[src/rtl/vga_console_writer.sv]
// Cursor-tracking writer into the text-mode VGA character/colour RAM: one RAM write per cycle.
// Define VGA_CONSOLE_AUTOWRAP_EN so that a put char at the last column advances to a new, blanked line.
//
// state     | meaning
// ----------+----------------------------------------------------------
// S_IDLE    | accepting commands; single-write commands stay here
// S_CLR_ROW | blanking the 96 cells of row cursor_y, column 0 upward
// S_CLR_ALL | blanking all 3072 cells, address 0 upward (also after reset)
module vga_console_writer #(
    parameter int COLS     = 96,
    parameter int ROWS     = 32,
    parameter int BLANK_CH = 32
) (
    input  logic        clk,
    input  logic        rst,
    input  logic        in_valid,
    output logic        in_ready,
    input  logic [1:0]  in_cmd,
    input  logic [7:0]  in_char,
    input  logic [7:0]  in_color,
    output logic        wr_en,
    output logic [11:0] wr_addr,
    output logic [7:0]  wr_ch,
    output logic [7:0]  wr_color,
    output logic [6:0]  cursor_x,
    output logic [4:0]  cursor_y
);

    localparam logic [1:0] S_IDLE    = 2'd0;
    localparam logic [1:0] S_CLR_ROW = 2'd1;
    localparam logic [1:0] S_CLR_ALL = 2'd2;

    localparam logic [1:0] CMD_PUT = 2'd0;
    localparam logic [1:0] CMD_NL  = 2'd1;
    localparam logic [1:0] CMD_BS  = 2'd2;
    localparam logic [1:0] CMD_CLR = 2'd3;

    localparam logic [6:0]  LAST_COL  = 7'(COLS - 1);
    localparam logic [11:0] ROW_CELLS = 12'(COLS);
    localparam logic [11:0] ALL_CELLS = 12'(COLS * ROWS);
    localparam logic [7:0]  BLANK     = 8'(BLANK_CH);

    logic [1:0]  state;
    logic [11:0] fill_addr;
    logic [11:0] fill_cnt;
    logic [4:0]  next_y;
    logic [11:0] cur_addr;
    logic [11:0] next_base;

    // y*96 as y*64 + y*32, no multiplier
    function automatic logic [11:0] row_base(input logic [4:0] y);
        row_base = ({7'd0, y} << 6) + ({7'd0, y} << 5);
    endfunction

    assign next_y    = cursor_y + 5'd1;
    assign cur_addr  = row_base(cursor_y) + {5'd0, cursor_x};
    assign next_base = row_base(next_y);
    assign in_ready  = (state == S_IDLE);

    always_ff @(posedge clk) begin
        if (rst) begin
            state     <= S_CLR_ALL;
            fill_addr <= 12'd0;
            fill_cnt  <= ALL_CELLS;
            cursor_x  <= 7'd0;
            cursor_y  <= 5'd0;
            wr_en     <= 1'b0;
            wr_addr   <= 12'd0;
            wr_ch     <= 8'd0;
            wr_color  <= 8'd0;
        end else begin
            wr_en <= 1'b0;
            case (state)
                S_IDLE: begin
                    if (in_valid) begin
                        case (in_cmd)
                            CMD_PUT: begin
                                wr_en    <= 1'b1;
                                wr_addr  <= cur_addr;
                                wr_ch    <= in_char;
                                wr_color <= in_color;
                                if (cursor_x != LAST_COL)
                                    cursor_x <= cursor_x + 7'd1;
`ifdef VGA_CONSOLE_AUTOWRAP_EN
                                else begin
                                    // fill starts the cycle after the character write
                                    cursor_x  <= 7'd0;
                                    cursor_y  <= next_y;
                                    fill_addr <= next_base;
                                    fill_cnt  <= ROW_CELLS;
                                    state     <= S_CLR_ROW;
                                end
`endif
                            end
                            CMD_NL: begin
                                // first blank goes out with the command; the fill covers the rest
                                cursor_x  <= 7'd0;
                                cursor_y  <= next_y;
                                wr_en     <= 1'b1;
                                wr_addr   <= next_base;
                                wr_ch     <= BLANK;
                                wr_color  <= 8'd0;
                                fill_addr <= next_base + 12'd1;
                                fill_cnt  <= ROW_CELLS - 12'd1;
                                state     <= S_CLR_ROW;
                            end
                            CMD_BS: begin
                                if (cursor_x != 7'd0 || cursor_y != 5'd0) begin
                                    wr_en    <= 1'b1;
                                    wr_addr  <= cur_addr - 12'd1;
                                    wr_ch    <= BLANK;
                                    wr_color <= 8'd0;
                                    if (cursor_x != 7'd0) begin
                                        cursor_x <= cursor_x - 7'd1;
                                    end else begin
                                        cursor_x <= LAST_COL;
                                        cursor_y <= cursor_y - 5'd1;
                                    end
                                end
                            end
                            CMD_CLR: begin
                                cursor_x  <= 7'd0;
                                cursor_y  <= 5'd0;
                                wr_en     <= 1'b1;
                                wr_addr   <= 12'd0;
                                wr_ch     <= BLANK;
                                wr_color  <= 8'd0;
                                fill_addr <= 12'd1;
                                fill_cnt  <= ALL_CELLS - 12'd1;
                                state     <= S_CLR_ALL;
                            end
                            default: ;
                        endcase
                    end
                end
                S_CLR_ROW, S_CLR_ALL: begin
                    // down-counter of remaining writes; zero means the last one is on the bus
                    if (fill_cnt == 12'd0) begin
                        state <= S_IDLE;
                    end else begin
                        wr_en     <= 1'b1;
                        wr_addr   <= fill_addr;
                        wr_ch     <= BLANK;
                        wr_color  <= 8'd0;
                        fill_addr <= fill_addr + 12'd1;
                        fill_cnt  <= fill_cnt - 12'd1;
                    end
                end
                default: state <= S_IDLE;
            endcase
        end
    end

endmodule

[config.mk]
export PLATFORM = sky130hd
export DESIGN_NAME = vga_console_writer
export DESIGN_NICKNAME = d
export VERILOG_FILES = /design/src/rtl/vga_console_writer.sv
export SDC_FILE = /design/constraint.sdc
export NUM_CORES = 1
export LEC_CHECK = 0
export CELL_PAD_IN_SITES_DETAIL_PLACEMENT = 1
export CELL_PAD_IN_SITES_GLOBAL_PLACEMENT = 2
export CORE_MARGIN = 2
export CORE_UTILIZATION = 29
export DETAILED_ROUTE_END_ITERATION = 8
export GPL_TIMING_DRIVEN = 0
export PLACE_DENSITY = 0.82
export SLEW_MARGIN = 10
export SYNTH_ARGS = -nofsm -noshare
export SYNTH_HDL_FRONTEND = slang
export SYNTH_SLANG_ARGS = --single-unit
[constraint.sdc]
create_clock -name clk -period 3.2 [get_ports clk]
set_clock_uncertainty 0.05 [all_clocks]
set_input_delay 0.32 -clock clk [delete_from_list [all_inputs] [get_ports clk]]
set_output_delay 0.32 -clock clk [all_outputs]
set_load 0.01 [all_outputs]
==> flow_results.xml <==
<?xml version="1.0" encoding="UTF-8"?>
<metrics>
  <group name="clock_tree">
    <metric name="clk_sink_count" unit="">67</metric>
    <metric name="clk_pin_slew_worst_paths" unit="ns">0.05</metric>
    <metric name="cts_made_buffers" unit="">9</metric>
    <metric name="cts_tree" unit="">done</metric>
    <metric name="cts_htree_levels" unit="">3</metric>
    <metric name="clockRootBuffer" unit="">sky130_fd_sc_hd__clkbuf_16</metric>
    <metric name="max-clock-path-buffers" unit="">2</metric>
    <metric name="worstSkewPairLatency" unit="ns">0.34</metric>
    <metric name="cts_hold_buffers" unit="">0</metric>
  </group>
  <group name="timing">
    <metric name="slew_violations" unit="">0</metric>
    <metric name="finalWorstPathRequiredPeriod" unit="ns">3.07</metric>
    <metric name="worst_slew_margin" unit="%">42.2</metric>
    <metric name="ratio_of_final_minimum_period_to_clock_period" unit="%">96.0</metric>
    <metric name="transition_at_the_pin_with_the_smallest_max_transition_slack" unit="ns">0.867</metric>
    <metric name="tns" unit="ns">0</metric>
    <metric name="grt_setup_unrepaired" unit="">false</metric>
    <metric name="hold_violations" unit="">0</metric>
    <metric name="max_freq" unit="MHz">326</metric>
    <metric name="report.final.setup_viol" unit="">0</metric>
    <metric name="finalHoldWorstSlack" unit="ns">0.401</metric>
  </group>
  <group name="place">
    <metric name="finalWeightedCongestion" unit="">0.853</metric>
    <metric name="portBuffers" unit="">62</metric>
    <metric name="dp_hpwl" unit="µm">11900</metric>
    <metric name="place_area" unit="µm²">5140</metric>
  </group>
  <group name="synth">
    <metric name="synth_top_family_by_area" unit="">simple AND/OR/NAND/NOR gates</metric>
    <metric name="seq_area_frac_synth" unit="%">31.2</metric>
    <metric name="yosys.cell_types.count" unit="">62</metric>
    <metric name="synthArstFlopShare" unit="%">0</metric>
    <metric name="synthFlopType" unit="">sky130_fd_sc_hd__dfxtp_1</metric>
    <metric name="synth_area" unit="µm²">4290</metric>
    <metric name="xor_xnor_share_of_the_synthesized_area" unit="%">4.08</metric>
    <metric name="syn_avg_cell_area" unit="µm²">7.61</metric>
    <metric name="yosys-mux-area-fraction" unit="%">0.233</metric>
    <metric name="synthesis.yosys.warnings" unit="">0</metric>
    <metric name="synth_cells" unit="">564</metric>
    <metric name="synth_adder_area_share" unit="%">8.80</metric>
    <metric name="yosys_register_bits" unit="">67</metric>
    <metric name="synth_area_in_compound_gates" unit="%">24.0</metric>
    <metric name="synth_enable_flop_cells" unit="">0</metric>
    <metric name="synth_simple_gate_area_share" unit="%">26.1</metric>
    <metric name="syn-num-nets" unit="">614</metric>
  </group>
  <group name="final_layout">
    <metric name="layout_commonest_cell" unit="">sky130_fd_sc_hd__dfxtp_1</metric>
    <metric name="nets" unit="">687</metric>
    <metric name="area_growth_syn_to_layout" unit="%">28.6</metric>
    <metric name="insertedDiodeCount" unit="">0</metric>
    <metric name="final_area" unit="µm²">5520</metric>
    <metric name="post_route_cells_drive_above_1_share" unit="%">6.23</metric>
    <metric name="most_used_cells_in_the_layout_excluding_fill_and_tap_cells" unit="">65 x sky130_fd_sc_hd__dfxtp_1, 63 x sky130_fd_sc_hd__a21oi_1, 62 x sky130_fd_sc_hd__clkdlybuf4s50_1, 58 x sky130_fd_sc_hd__nand2_1, 46 x sky130_fd_sc_hd__nor2_1</metric>
    <metric name="n_fill_cell" unit="">1781</metric>
  </group>
  <group name="power_and_ir_drop">
    <metric name="power_frac_seq" unit="%">29.3</metric>
    <metric name="total_switching_power" unit="mW">1.82</metric>
    <metric name="power_frac_clock" unit="%">22.4</metric>
    <metric name="vdd_drop_max" unit="µV">316</metric>
    <metric name="power_leakage" unit="nW">2.09</metric>
    <metric name="power_report.internal_total" unit="mW">2.38</metric>
    <metric name="p_sw_share" unit="%">43.3</metric>
    <metric name="combPwrFrac" unit="%">48.4</metric>
    <metric name="power_density" unit="nW/µm²">762</metric>
  </group>
  <group name="global_routing">
    <metric name="grt_start_max_net_pins" unit="">11</metric>
    <metric name="grt_pass1_wl" unit="µm">25900</metric>
    <metric name="first_global_vias" unit="">4730</metric>
    <metric name="global_route.usage.total" unit="%">20.6</metric>
    <metric name="overflow" unit="">0</metric>
    <metric name="antenna_found_initial" unit="">0</metric>
  </group>
  <group name="floorplanning">
    <metric name="ios" unit="">63</metric>
    <metric name="floorplan_die_area" unit="µm²">15800</metric>
    <metric name="vertical_extent_of_the_die" unit="µm">126</metric>
    <metric name="die_w" unit="µm">126</metric>
    <metric name="placeableCoreArea" unit="µm²">14500</metric>
    <metric name="start_util" unit="%">29.6</metric>
    <metric name="fp-row-count" unit="">44</metric>
  </group>
  <group name="detailed_routing">
    <metric name="drt-pass1-iter-count" unit="">5</metric>
    <metric name="detail_route.wirelength" unit="µm">16100</metric>
    <metric name="detail-route-antenna-nets" unit="">0</metric>
    <metric name="drt-vias-per-instance" unit="">5.43</metric>
    <metric name="vias" unit="">4485</metric>
    <metric name="drc_errors" unit="">0</metric>
    <metric name="routed_wire_length_per_instance" unit="µm">19.4</metric>
    <metric name="drt-initial-drc-count" unit="">307</metric>
  </group>
  <group name="hold_path">
    <metric name="worstHoldPathType" unit="">register to register</metric>
  </group>
  <group name="setup_path">
    <metric name="crit_path_launch_type" unit="">register</metric>
    <metric name="critical_path_class" unit="">register to register</metric>
    <metric name="critPathCaptureType" unit="">register</metric>
    <metric name="worst_ep_required_time" unit="ns">3.34</metric>
    <metric name="crit_fanout" unit="">9</metric>
    <metric name="arrival" unit="ns">3.21</metric>
  </group>
  <group name="status">
    <metric name="outcome" unit="">finished, final reports clean</metric>
  </group>
  <group name="job">
    <metric name="maxCapViolations" unit="">0</metric>
  </group>
</metrics>
==> timing repair <==
item	4_1_cts	5_1_grt
setup buffers	0	0
resized for setup	8	14
endpoints found under the hold margin	0	0
endpoints found under the setup margin	5	4
pin swaps	1	2
==> sequential cells by signal (all words and copies together) (netlist names), 2 cells and up <==
register	cells
wr_ch	8
cursor_x	7
cursor_y	5
state	2
wr_color	8
fill_cnt	12
wr_addr	12
fill_addr	12
==> per-layer routing <==
metal	global-route usage [%]	share of wire (%)	vias up
met2	34.9	49	74
met5	0	0	-
met4	6.80	1.9	0
met1	26.7	46	2211
li1	-	-	2180
met3	3.23	2.9	20
==> critical path: stages (launching register included) <==
cell	delay, ns
sky130_fd_sc_hd__dfxtp_4	0.37
sky130_fd_sc_hd__buf_8	0.14
sky130_fd_sc_hd__inv_1	0.10
sky130_fd_sc_hd__fa_1	0.51
sky130_fd_sc_hd__inv_1	0.04
sky130_fd_sc_hd__ha_1	0.24
sky130_fd_sc_hd__fa_2	0.56
sky130_fd_sc_hd__nor4_2	0.32
sky130_fd_sc_hd__xnor2_1	0.16
sky130_fd_sc_hd__o22ai_1	0.12
sky130_fd_sc_hd__o211ai_1	0.21
sky130_fd_sc_hd__a21oi_1	0.10
==> cell type report <==
type	instances	area, µm²	share of cell area, %
sequential	67	1350	24.4
timing repair buffer	62	621	11.2
tap	184	230	4.17
multi-input combinational	437	2800	50.7
inverter	24	90.1	1.63
clock inverter	2	10.0	0.181
buffer	36	159	2.88
clock buffer	14	264	4.78
==> kinds of logic (layout without fill, tap and decap cells) <==
kind of cell,Yosys count,after routing
xor+xnor,20,20
simple gates,221,221
compound gates,166,166
mux,1,1
fa+ha+maj,29,29
buf+inv,60,138
flops,67,67
==> Yosys cell counts (all sizes together), types with 9 or more instances <==
cell    instances  area (µm²)
dfxtp          67        1340
a21oi          64         320
nand2          58         218
nor2           46         173
o21ai          33         165
clkbuf         30         113
nand3          28         145
ha             27         338
inv            23        86.3
nor3           22         110
nand2b         13        81.3
a211oi         12        90.1
xnor2          11        96.3
xor2            9        78.8
==> final timing paths <==
path | from | endpoint | slack [ns] | cells past startpoint
setup / recovery | cursor_y[0] | wr_addr[8] | 0.13 | 11
setup reg to reg | cursor_y[0] | wr_addr[8] | 0.13 | 11
hold / removal | wr_color[2] | wr_color[2] | 0.40 | 2
hold reg to reg | wr_color[2] | wr_color[2] | 0.40 | 2
==> per-stage QoR <==
stage,utilization (%),instances,total power [mW],setup WS [ns]
2_1_floorplan,-,564,2.45,0.0912
5_1_grt,38.1,826,4.49,0.0167
4_1_cts,37.6,826,4.16,-0.0111
6_report,38.1,826,4.21,0.128
3_3_place_gp,35.5,810,3.14,-0.418
3_5_place_dp,35.5,810,3.21,-0.432
==> power groups by stage <==
stage               clock, mW  sequential (mW)  combinational, mW
floorplan                   0             1.23               1.22
global placement            0             1.23               1.91
detailed placement          0             1.25               1.96
CTS                     0.957             1.23               1.97
global route            0.986             1.27               2.24
finish                  0.941             1.23               2.04
Power figures use the tool's default switching activity.
